--- src/rtl/cpu_pkg.sv ---
// +----------------------------------------------------------------------------+
// | cpu_pkg                                                                    |
// | Shared MU0 definitions: sequencer states, opcode constants, IR reset word. |
// | Revision: 1.0                                                              |
// +----------------------------------------------------------------------------+
`default_nettype none

package cpu_pkg;

  typedef enum logic [2:0] {
    ST_HALT   = 3'd0,
    ST_FETCH  = 3'd1,
    ST_EXEC1  = 3'd2,
    ST_EXEC2  = 3'd3,
    ST_PAUSED = 3'd4
  } cpu_state_e;

  localparam logic [3:0] c_op_lda = 4'h0;
  localparam logic [3:0] c_op_sta = 4'h1;
  localparam logic [3:0] c_op_add = 4'h2;
  localparam logic [3:0] c_op_sub = 4'h3;
  localparam logic [3:0] c_op_jmp = 4'h4;
  localparam logic [3:0] c_op_jmi = 4'h5;
  localparam logic [3:0] c_op_jeq = 4'h6;
  localparam logic [3:0] c_op_stp = 4'h7;
  localparam logic [3:0] c_op_ldi = 4'h8;
  localparam logic [3:0] c_op_lsl = 4'h9;
  localparam logic [3:0] c_op_lsr = 4'hA;

  localparam logic [15:0] c_ir_reset = 16'h7000;

  // Memory-operand arithmetic needs a second execute cycle for the data read.
  function automatic logic needs_exec2(input logic [3:0] op);
    return (op == c_op_lda) || (op == c_op_add) || (op == c_op_sub);
  endfunction

  function automatic logic is_illegal(input logic [3:0] op);
    return op > c_op_lsr;
  endfunction

endpackage

`default_nettype wire

--- src/rtl/cpu_sequencer.sv ---
// +----------------------------------------------------------------------------+
// | cpu_sequencer                                                              |
// | MU0 phase sequencer, instruction register, run/halt/step control and       |
// | retired-instruction counter.                                               |
// | Revision: 1.0                                                              |
// +----------------------------------------------------------------------------+
`default_nettype none

module cpu_sequencer
  import cpu_pkg::*;
#(
  parameter logic AUTO_START = 1'b0,
  parameter int   CNT_W      = 16
) (
  input  logic             clk,
  input  logic             reset_n,
  input  logic             START,
  input  logic             STEP_MODE,
  input  logic             STEP,
  input  logic [15:0]      MEM_Q,
  output logic             FETCH,
  output logic             EXEC1,
  output logic             EXEC2,
  output logic [3:0]       OP,
  output logic [11:0]      S,
  output logic             HALTED,
  output logic             PAUSED,
  output logic             ILLEGAL,
  output logic [CNT_W-1:0] INSTR_CNT
);

  localparam cpu_state_e c_reset_state = AUTO_START ? ST_FETCH : ST_HALT;

  cpu_state_e       r_state;
  cpu_state_e       w_next_state;
  logic [15:0]      r_ir;
  logic             r_illegal;
  logic [CNT_W-1:0] r_cnt;
  logic             w_retire;
  logic             w_set_illegal;
  logic [3:0]       w_op;

  assign w_op = r_ir[15:12];

  always_ff @(posedge clk) begin
    if (!reset_n) begin
      r_state   <= c_reset_state;
      r_ir      <= c_ir_reset;
      r_illegal <= 1'b0;
      r_cnt     <= '0;
    end else begin
      r_state <= w_next_state;
      if (r_state == ST_FETCH) begin
        r_ir <= MEM_Q;
      end
      if (w_set_illegal) begin
        r_illegal <= 1'b1;
      end
      if (w_retire) begin
        r_cnt <= r_cnt + 1'b1;
      end
    end
  end

  always_comb begin
    w_next_state  = r_state;
    w_retire      = 1'b0;
    w_set_illegal = 1'b0;
    case (r_state)
      ST_HALT: begin
        if (START) begin
          w_next_state = ST_FETCH;
        end
      end
      ST_FETCH: begin
        w_next_state = ST_EXEC1;
      end
      ST_EXEC1: begin
        if (needs_exec2(w_op)) begin
          w_next_state = ST_EXEC2;
        end else if (w_op == c_op_stp) begin
          w_next_state = ST_HALT;
        end else begin
          w_retire      = 1'b1;
          w_set_illegal = is_illegal(w_op);
        end
      end
      ST_EXEC2: begin
        w_retire = 1'b1;
      end
      ST_PAUSED: begin
        if (STEP || !STEP_MODE) begin
          w_next_state = ST_FETCH;
        end
      end
      default: begin
        w_next_state = c_reset_state;
      end
    endcase
    // Every retiring path shares the same run/pause decision.
    if (w_retire) begin
      w_next_state = STEP_MODE ? ST_PAUSED : ST_FETCH;
    end
  end

  assign FETCH     = (r_state == ST_FETCH);
  assign EXEC1     = (r_state == ST_EXEC1);
  assign EXEC2     = (r_state == ST_EXEC2);
  assign HALTED    = (r_state == ST_HALT);
  assign PAUSED    = (r_state == ST_PAUSED);
  assign OP        = r_ir[15:12];
  assign S         = r_ir[11:0];
  assign ILLEGAL   = r_illegal;
  assign INSTR_CNT = r_cnt;

endmodule

`default_nettype wire

--- config.mk ---
export PLATFORM = sky130hd
export DESIGN_NAME = cpu_sequencer
export DESIGN_NICKNAME = d
export VERILOG_FILES = /design/src/rtl/cpu_pkg.sv /design/src/rtl/cpu_sequencer.sv
export SDC_FILE = /design/constraint.sdc
export NUM_CORES = 1
export LEC_CHECK = 0
export BUFFER_PORTS_ARGS = -buffer_cell sky130_fd_sc_hd__buf_4
export CAP_MARGIN = 30
export CORE_MARGIN = 2
export CORE_UTILIZATION = 48
export DETAILED_ROUTE_END_ITERATION = 10
export HOLD_SLACK_MARGIN = 0.15
export PLACE_DENSITY = 0.8
export SETUP_SLACK_MARGIN = 0.3
export SYNTH_ARGS = -nofsm -noshare
export SYNTH_HDL_FRONTEND = slang
export SYNTH_SLANG_ARGS = --single-unit
--- constraint.sdc ---
create_clock -name clk -period 1.95 [get_ports clk]
set_clock_uncertainty 0.15 [all_clocks]
set_input_delay 0.195 -clock clk [delete_from_list [all_inputs] [get_ports clk]]
set_output_delay 0.195 -clock clk [all_outputs]
set_load 0.05 [all_outputs]
* Yosys cells after proc, flatten, opt, wreduce, memory -nomap -nowiden
Index checks and enable logic that the tools add are counted.
Word-level totals: output and inout port bits 38, logic and storage cells 37, input bits 21, register bits after elaboration 36
Operators by class: $add $sub $neg 1, muxes and demuxes 13, order comparisons 1, equality and inequality tests 11, reduce and logical (&&, ||, !) cells 7
Operators with widths (count):
- 2-to-1 mux 3 bit | 6
- adder 16 x 1 -> 16 bit (second input constant) | 1
- one-hot mux 3 bit (5 select lines) | 1
- == test 4 x 2 -> 1 bit (second input constant) | 2
- == test 3 x 2 -> 1 bit (second input constant) | 2
- 2-to-1 mux 1 bit | 5
- == test 4 x 3 -> 1 bit (second input constant) | 1
- greater-than comparator 4 bit (second input constant) | 1
- zero test 4 bit | 1
- inequality test 4 x 1 -> 1 bit (second input constant) | 1
- AND reduction 4 bit | 1
- == test 3 x 1 -> 1 bit (second input constant) | 1
- == test 3 bit (second input constant) | 1
- zero test 3 bit | 1
- logical OR 1 bit | 3
- inequality test 3 x 1 -> 1 bit (second input constant) | 1
- inequality test 3 x 2 -> 1 bit (second input constant) | 1
- inequality test 2 x 1 -> 1 bit (second input constant) | 1
- one-hot mux 1 bit (2 select lines) | 1
- zero test 1 bit | 1

* Logic depth before layout (Yosys ltp)
Gate-level depths: netlist of the first run.
word-level depth 7, gate-level depth with buffers 6, mapped depth without buffers 5

* Worst setup path after synthesis of the first run
Ideal clock, no wire load.
path type reg2reg, start reg r_cnt[7] (netlist: INSTR_CNT[7]), end reg r_cnt[15] (netlist: INSTR_CNT[15]), library setup time 0.070 ns, slack -0.084 ns, data arrival time 1.814 ns, clock period less this slack 2.034 ns, cell stages (with the launch flop) 5, data required time 1.730 ns, path buffers 0, path through dfxtp_1 > and4_4 > nand4_4 > or4_1 > a21oi_1
Between the ends: word-level cells in the longest chain between the ends 1
Ends and longest elaborated chain:
- from (decl) | RTL line cpu_sequencer.sv:38 | logic [CNT_W-1:0] r_cnt;
- from (signal assigned) | RTL line cpu_sequencer.sv:60 | r_cnt <= r_cnt + 1'b1;
- adder 16 x 1 -> 16 bit | RTL line cpu_sequencer.sv:60
Every way passes these cells. A chain may end at the register's enable or synchronous reset.

* Worst setup path after layout of the first run
start reg r_state[1], end out FETCH
Between the ends: word-level cells in the longest chain between the ends 1
Ends and longest elaborated chain:
- from (decl) | RTL line cpu_sequencer.sv:34 | cpu_state_e r_state;
- from (signal assigned) | RTL line cpu_sequencer.sv:47 | r_state <= c_reset_state;
- from (signal assigned) | RTL line cpu_sequencer.sv:52 | r_state <= w_next_state;
- == test 3 x 1 -> 1 bit | RTL line cpu_sequencer.sv:106 | assign FETCH = (r_state == ST_FETCH);
- to (decl) | RTL line cpu_sequencer.sv:21 | output logic FETCH,
Every way passes these cells.

==> results of run 1 <==
per-stage QoR:
step                hold WS (ns)  instances  worst slack [ns]
floorplan                  0.116        189             0.263
global placement           0.247        289             0.248
detailed placement         0.252        289             0.214
CTS                        0.314        323             0.230
global route               0.348        330             0.185
finish                     0.321        330             0.231
layout by cell type, fill, tap and decap left out, types with 3 or more instances in the layout:
cell type,netlist,layout
a21oi_1,29,23
a21oi_2,0,6
buf_4,1,68
buf_6,0,5
clkbuf_4,0,5
dfxtp_1,36,16
dfxtp_4,0,18
dlygate4sd3_1,0,20
inv_1,4,4
nand2_1,40,40
nand3_1,8,7
nand4_1,3,3
nor2_1,6,6
o21ai_0,10,9
o31ai_1,4,3
o31ai_4,1,3
or3_1,8,8
or4_4,0,3
where the power goes:
part	leakage, nW	switching (mW)	internal (mW)
Combinational	0.718	0.339	0.212
Sequential	0.305	0.0390	0.760
Clock	0.0437	0.281	0.217
Total	1.07	0.659	1.19
kinds of logic after synthesis:
group           count (synthesis)  synth area share
fa+ha+maj                       1           0.00798
compound gates                 53             0.208
flops                          36             0.460
simple gates                   86             0.286
buf+inv                        12            0.0327
xor+xnor                        1           0.00559
worst max-delay path, cell delays in order, from the launching register on:
cell,delay [ns]
dfxtp_4,0.39
or3b_4,0.42
inv_4,0.08
buf_8,0.14
flip-flops by register name, indices dropped and copies added, names as in the netlist:
name,count
INSTR_CNT,16
r_ir,16
r_state,3
ILLEGAL,1
per-layer routing:
layer / up-vias / wire, um / share of wire
li1: 875 / - / -
met1: 933 / 2180 / 0.40
met2: 97 / 2900 / 0.52
met3: 11 / 340 / 0.062
met4: 0 / 97 / 0.018
met5: - / 0 / 0
cells in the mapped netlist (2+ instances only):
cell	n
and2b_1	2
clkbuf_1	4
nand3_1	8
nor2_1	6
nor3_1	2
and3_1	2
o21ai_0	10
inv_1	4
a21o_1	2
dfxtp_1	36
buf_2	2
or3_1	8
o31ai_1	4
nand2_1	40
nor2b_1	2
or4_1	4
nand4_1	3
a21oi_1	29
repair_timing:
item | in CTS | in global routing
endpoints found under the hold margin | 20 | 0
pin swaps | 5 | 4
gates resized for setup | 19 | 21
hold buffers | 20 | 0
buffers inserted | 5 | 6
setup endpoints to repair | 17 | 27
gates cloned | 1 | 1
worst max path at each step:
stage                  start       endpoint  slack, ns  depth (start not counted)
6_report          r_state[1]          FETCH       0.23                          3
5_1_grt           r_state[2]   INSTR_CNT[9]       0.19                          4
4_1_cts           r_state[2]          FETCH       0.23                          3
3_5_place_dp      r_state[0]   INSTR_CNT[7]       0.21                          4
3_3_place_gp      r_state[0]  INSTR_CNT[13]       0.25                          4
2_1_floorplan  INSTR_CNT[13]  INSTR_CNT[15]       0.26                          3
final cells by class:
type                    instances  area share
clock inverters                 2     0.00423
inverters                       5     0.00799
well taps                      44      0.0207
clock buffers                   6      0.0235
flip-flops and latches         36       0.297
repair buffers                 95       0.296
multi-input cells             142       0.351
==> run summary, run 1 <==
clk slew on worst S/H paths: 0.12 ns
Yosys reg bits: 36
Netlist Area Pre-Place: 1570 um^2
worst skew pair latency: 0.35 ns
mean post-synth cell area: 8.29 um^2
diodes inserted: 0
post-DP HPWL: 2650 um
drt pass-1 iters: 4
final critical-path required period: 1.72 ns
Hold Path Sink: r_ir[3]
Routed WL: 5520 um
status: finished, final reports clean
via count: 1,916
nets@finish: 307
I/O Buffers: 58
Crit Reg-Reg Startpoint: r_state[2]
sequential share of the synthesized area: 0.460
gp weighted congestion: 0.824
top_reg_cell synth: dfxtp_1
DRT iter0 DRCs: 111
Final ANT Viol Nets: 0
Synth area leaders: dfxtp_1 46%, nand2_1 9.6%, a21oi_1 9.3%, o21ai_0 3.2%, or3_1 3.2%
footprint of the multi-input gates: 933 um^2
Final Max Slew Viols: 0
leading area contributor after synthesis: dfxtp_1
Mapped Nets: 211
Layout area overhead: 69.8%
row count: 20
Via-to-Cell Ratio: 5.81
drc violations: 0
Routed wire per std cell: 16.7 um
Die Y: 61.2 um
Hold Crit Class: register to register
area of the core: 3080 um^2
Final Hold Fails: 0
CP Launch Type: register
CTS sink cnt: 36
min-delay src: r_ir[3]
Max transition margin: 0.709
Cells after Synth: 189
met1 GRT Util: 0.352
final core utilization: 0.865
cell area power density: 695 nW/um^2
width of the chip: 61.2 um
RSZ-0062 raised after global routing: true
Peak Freq: 582 MHz
first-pass GRT wire length: 7880 um
Max clock buf depth: 2
initial antenna violation count: 0
routing usage on met3: 0.0735
Max IR drop VDD: 613 uV
grt peak-use layer: met2
FF-to-FF setup slack: 0.24 ns
final setup violation count: 0
share of cells above drive strength 1: 0.462
htree depth: 2
Total Die Area: 3740 um^2
Reg area: 791 um^2
Max-Cap Viols: 0
CP Class: register to primary output
RR Endpoint: INSTR_CNT[9]
Async SR Flop Fraction: 0
WP data required: 1.60 ns
path depth of the worst reg2reg path: 4
Pleak: 1.07 nW
CTS tree: yes
worst slew pin tran: 0.436 ns
setup TNS: 0 ns
cts bufs inserted: 5
root buffer cell: clkbuf_4
Final period util: 0.881
hold-critical path depth: 2
vias in the first global route: 1,697
# fillers: 166
largest net degree at the start of global routing: 22
area share of the largest cell type after synthesis: 0.460
Yosys warnings: 0
I/O Pins: 59
GRT Util Overall: 0.289
Post-synth EDFFs: 0
Design Power: 1.85 mW
Yosys cell types: 39
M2 GR Usage: 0.473
Crit. End Element: primary output
largest fanout on the critical path: 5
Worst Path Arrival: 1.37 ns
GRT overflow: 0
effective utilization at floorplan: 0.509
fin area: 2660 um^2
Post-DP Area: 2140 um^2
Power figures use the tool's default switching activity.
==> run 2, diff against run 1 <==
Settings changed: RECOVER_POWER from default to 50.
==> run 2 against run 1 <==
Net effect: largest cell class unchanged; sequential cell count unchanged; worst setup slack got worse by 0.039 ns; sequential share of layout area increased by 1.3 points; register-to-register slack lost 0.03 ns; critical path type unchanged.
==> run summary, run 2 (synthesized netlist as in run 1, its figures left out) <==
status: finished, final reports clean
Crit. End Element: primary output
max incr delay on CP: 0.44 ns
Hold Crit Class: register to register
Routed WL: 5560 um
largest fanout on the critical path: 5
Post-DP Area: 2140 um^2
cell area power density: 718 nW/um^2
commonest non-fill, non-tap cell in the layout: nand2_1
Max clock buf depth: 2
drc violations: 0
Design Power: 1.82 mW
Placement Setup Slack: 0.214 ns
CTS sink cnt: 36
Worst setup startpoint: r_state[1]
GRT overflow: 0
FF-to-FF setup slack: 0.21 ns
post-DP HPWL: 2650 um
first-pass GRT wire length: 7880 um
Max-Cap Viols: 0
setup TNS: 0 ns
share of cells above drive strength 1: 0.343
effective utilization at floorplan: 0.509
Total Die Area: 3740 um^2
area of the core: 3080 um^2
Die Y: 61.2 um
CP Launch Type: register
root buffer cell: clkbuf_4
largest net degree at the start of global routing: 22
fin area: 2530 um^2
family with the most delay on the worst path: simple AND/OR/NAND/NOR gates
I/O Pins: 59
WP data required: 1.60 ns
nets@finish: 307
CP Buf/Inv Count: 2
Max IR drop VDD: 604 uV
cts bufs inserted: 5
Worst Path Arrival: 1.41 ns
post-layout worst setup margin: 0.192 ns
htree depth: 2
final core utilization: 0.824
Final Max Slew Viols: 0
crit path to: FETCH
width of the chip: 61.2 um
critical path, cell by cell: or3b_1, inv_4, buf_8
Routed wire per std cell: 16.8 um
Via-to-Cell Ratio: 5.76
worst skew pair latency: 0.35 ns
Pleak: 0.932 nW
DRT iter0 DRCs: 127
Final period util: 0.902
gp weighted congestion: 0.824
Final Hold Fails: 0
Max transition margin: 0.578
via count: 1,902
Post-Place Cells: 289
CP max-delay cell: or3b_1
Non-Filler Instances: 330
drt pass-1 iters: 4
final setup violation count: 0
most frequent cells in the layout: 40 x nand2_1, 36 x buf_4, 32 x clkbuf_1
CTS tree: yes
worst slew pin tran: 0.635 ns
path depth of the worst reg2reg path: 6
diodes inserted: 0
Layout area overhead: 61.7%
RR Endpoint: r_ir[8]
hold_ws: 0.323 ns
final critical-path required period: 1.76 ns
CP Depth: 3
clk slew on worst S/H paths: 0.12 ns
GRT Util Overall: 0.289
I/O Buffers: 58
Crit Reg-Reg Startpoint: r_state[1]
RSZ-0062 raised after global routing: true
Peak Freq: 569 MHz
CP Class: register to primary output
Final ANT Viol Nets: 0
initial antenna violation count: 0
row count: 20
# fillers: 218
vias in the first global route: 1,697
-- run 2: worst min path at each step --
stage / from / to / slack (ns) / depth (start not counted)
after floorplan: reset_n / r_ir[12] / 0.12 / 1
after global placement: STEP_MODE / r_state[0] / 0.25 / 2
after detailed placement: STEP_MODE / r_state[0] / 0.25 / 2
after CTS: r_ir[5] / r_ir[5] / 0.31 / 2
after global routing: r_ir[3] / r_ir[3] / 0.35 / 2
final: r_ir[3] / r_ir[3] / 0.32 / 2
-- run 2: report_power, final --
part	switching (mW)	internal, mW
sequential	0.0387	0.760
combinational	0.338	0.184
clock	0.282	0.217
total	0.659	1.16
-- run 2: worst register-to-register path: cells and delay by family (launching register included) --
kind | cells | cell delay [ns]
AO/OA/AOI/OAI | 1 | 0.17
buffers and inverters | 3 | 0.44
flip-flops | 1 | 0.39
AND/OR/NAND/NOR | 2 | 0.51
-- run 2: per-layer routing --
| layer | vias to the layer above | wire, um | global-route usage |
|---|---|---|---|
| li1 | 871 | - | - |
| met1 | 915 | 2110 | 0.352 |
| met2 | 101 | 2870 | 0.473 |
| met3 | 15 | 449 | 0.0735 |
| met4 | 0 | 125 | 0.146 |
| met5 | - | 0 | 0 |
-- run 2: layout make-up --
cell class	count	area, um^2	area share
Clock buffer	6	62.6	0.0247
Inverter	5	21.3	0.00839
Sequential cell	36	787	0.310
Clock inverter	2	11.3	0.00444
Tap cell	44	55.1	0.0217
Multi-Input combinational cell	142	931	0.367
Timing Repair Buffer	95	667	0.263
-- run 2: repair_timing --
item                                   CTS  global route
gates resized for setup                 19            21
endpoints found under the hold margin   20             0
pin swaps                                5             4
gates cloned                             1             1
setup endpoints to repair               17            27
hold buffers                            20             0
setup buffers                            5             6
==> run 3, diff against run 2 <==
Settings changed: CTS_CLUSTER_SIZE from default to 14, GPL_ROUTABILITY_DRIVEN from default to 1, PLACE_DENSITY 0.8 to 0.77.
==> run 3 against run 2 <==
Net effect: core utilization is 0.85 points higher; via count is 4.0% higher; hold slack worse by 0.0058 ns; global-route usage is 0.10 points higher; die area stayed put; power is 4.3% lower; sequential cell count stayed put; maximum frequency is 1.7% lower; sequential share of layout area is 0.32 points lower; largest power group unchanged.
==> run summary, run 3 (synthesized netlist as in run 1, its figures left out) <==
status: finished, final reports clean
Max-Cap Viols: 0
most frequent cells in the layout: 43 x buf_4, 40 x nand2_1, 37 x clkbuf_1
GRT overflow: 0
cts bufs inserted: 5
share of cells above drive strength 1: 0.336
WP data required: 1.60 ns
Final period util: 0.917
Pleak: 0.958 nW
clk slew on worst S/H paths: 0.11 ns
via count: 1,978
setup TNS: 0 ns
CP Class: register to primary output
Die Y: 61.2 um
Total Die Area: 3740 um^2
GRT Util Overall: 0.290
width of the chip: 61.2 um
Layout area overhead: 63.4%
largest net degree at the start of global routing: 17
cell area power density: 680 nW/um^2
Peak Freq: 559 MHz
nets@finish: 316
vias in the first global route: 1,776
Hold Path Sink: r_ir[5]
CTS sink cnt: 36
drt pass-1 iters: 5
gp weighted congestion: 0.810
post-DP HPWL: 3000 um
DRT iter0 DRCs: 200
Routed WL: 6190 um
fin area: 2560 um^2
CTS tree: yes
min-delay src: r_ir[5]
drc violations: 0
I/O Pins: 59
Final ANT Viol Nets: 0
worst slew pin tran: 0.710 ns
Crit Reg-Reg Startpoint: r_state[0]
Max clock buf depth: 2
Crit. End Element: primary output
diodes inserted: 0
Final Max Slew Viols: 0
htree depth: 2
Max transition margin: 0.526
RR Endpoint: r_ir[12]
Placement Setup Slack: 0.221 ns
# fillers: 206
RSZ-0062 raised after global routing: true
initial antenna violation count: 0
area of the core: 3080 um^2
Via-to-Cell Ratio: 5.83
FF-to-FF setup slack: 0.17 ns
commonest non-fill, non-tap cell in the layout: buf_4
effective utilization at floorplan: 0.509
I/O Buffers: 58
first-pass GRT wire length: 7850 um
Worst Path Arrival: 1.44 ns
Max IR drop VDD: 712 uV
path depth of the worst reg2reg path: 4
Final Hold Fails: 0
post-layout worst setup margin: 0.162 ns
final setup violation count: 0
hold-critical path depth: 2
CP Launch Type: register
final critical-path required period: 1.79 ns
largest fanout on the critical path: 5
row count: 20
root buffer cell: clkbuf_4
Post-DP Area: 2140 um^2
worst skew pair latency: 0.36 ns
Hold Crit Class: register to register
Routed wire per std cell: 18.3 um
-- run 3: worst max-delay path: stages (launching register included) --
cell and delay (ns):
dfxtp_1 0.43, or3b_4 0.44, clkinv_4 0.08, buf_8 0.14
-- run 3: routing by layer --
| metal | wire [um] | vias to the layer above | global-route usage |
|---|---|---|---|
| met3 | 497 | 25 | 0.0861 |
| met5 | 0 | - | 0 |
| met1 | 2330 | 946 | 0.328 |
| met2 | 3180 | 118 | 0.495 |
| met4 | 185 | 0 | 0.146 |
| li1 | - | 889 | - |
-- run 3: cell type report --
| class | instances | area [um^2] | area share |
|---|---|---|---|
| Sequential cell | 36 | 787 | 0.307 |
| Clock buffer | 7 | 45.0 | 0.0176 |
| Clock inverter | 1 | 5.00 | 0.00195 |
| Multi-Input combinational cell | 142 | 916 | 0.358 |
| Tap cell | 44 | 55.1 | 0.0215 |
| Timing Repair Buffer | 104 | 729 | 0.285 |
| Inverter | 5 | 23.8 | 0.00928 |
-- run 3: how the worst max path moves through the flow --
stage | endpoint | cells after the start | start
2_1_floorplan | INSTR_CNT[15] | 3 | INSTR_CNT[13]
5_1_grt | FETCH | 3 | r_state[0]
3_3_place_gp | INSTR_CNT[9] | 4 | r_state[2]
4_1_cts | FETCH | 3 | r_state[0]
6_report | FETCH | 3 | r_state[0]
3_5_place_dp | INSTR_CNT[4] | 5 | r_state[1]
-- run 3: where the power goes --
| part | switching, mW | leakage [nW] | internal, mW |
|---|---|---|---|
| Sequential | 0.0393 | 0.305 | 0.759 |
| Combinational | 0.347 | 0.624 | 0.201 |
| Clock | 0.254 | 0.0293 | 0.140 |
-- run 3: metrics by stage --
stage / std cells / total power [mW] / util / hold WS (ns)
floorplan: 189 / 1.09 / - / 0.116
global placement: 289 / 1.22 / 0.697 / 0.253
detailed placement: 289 / 1.23 / 0.697 / 0.259
CTS: 325 / 1.69 / 0.817 / 0.316
global route: 339 / 1.80 / 0.832 / 0.338
finish: 339 / 1.74 / 0.832 / 0.317
-- run 3: repair_timing --
action                                 4_1_cts  5_1_grt
cloned                                       0        2
hold buffers                                20        0
endpoints found under the hold margin       20        0
pin swaps                                    0       12
resized for setup                           21       23
setup buffers                                8       12
setup endpoints to repair                   18       28
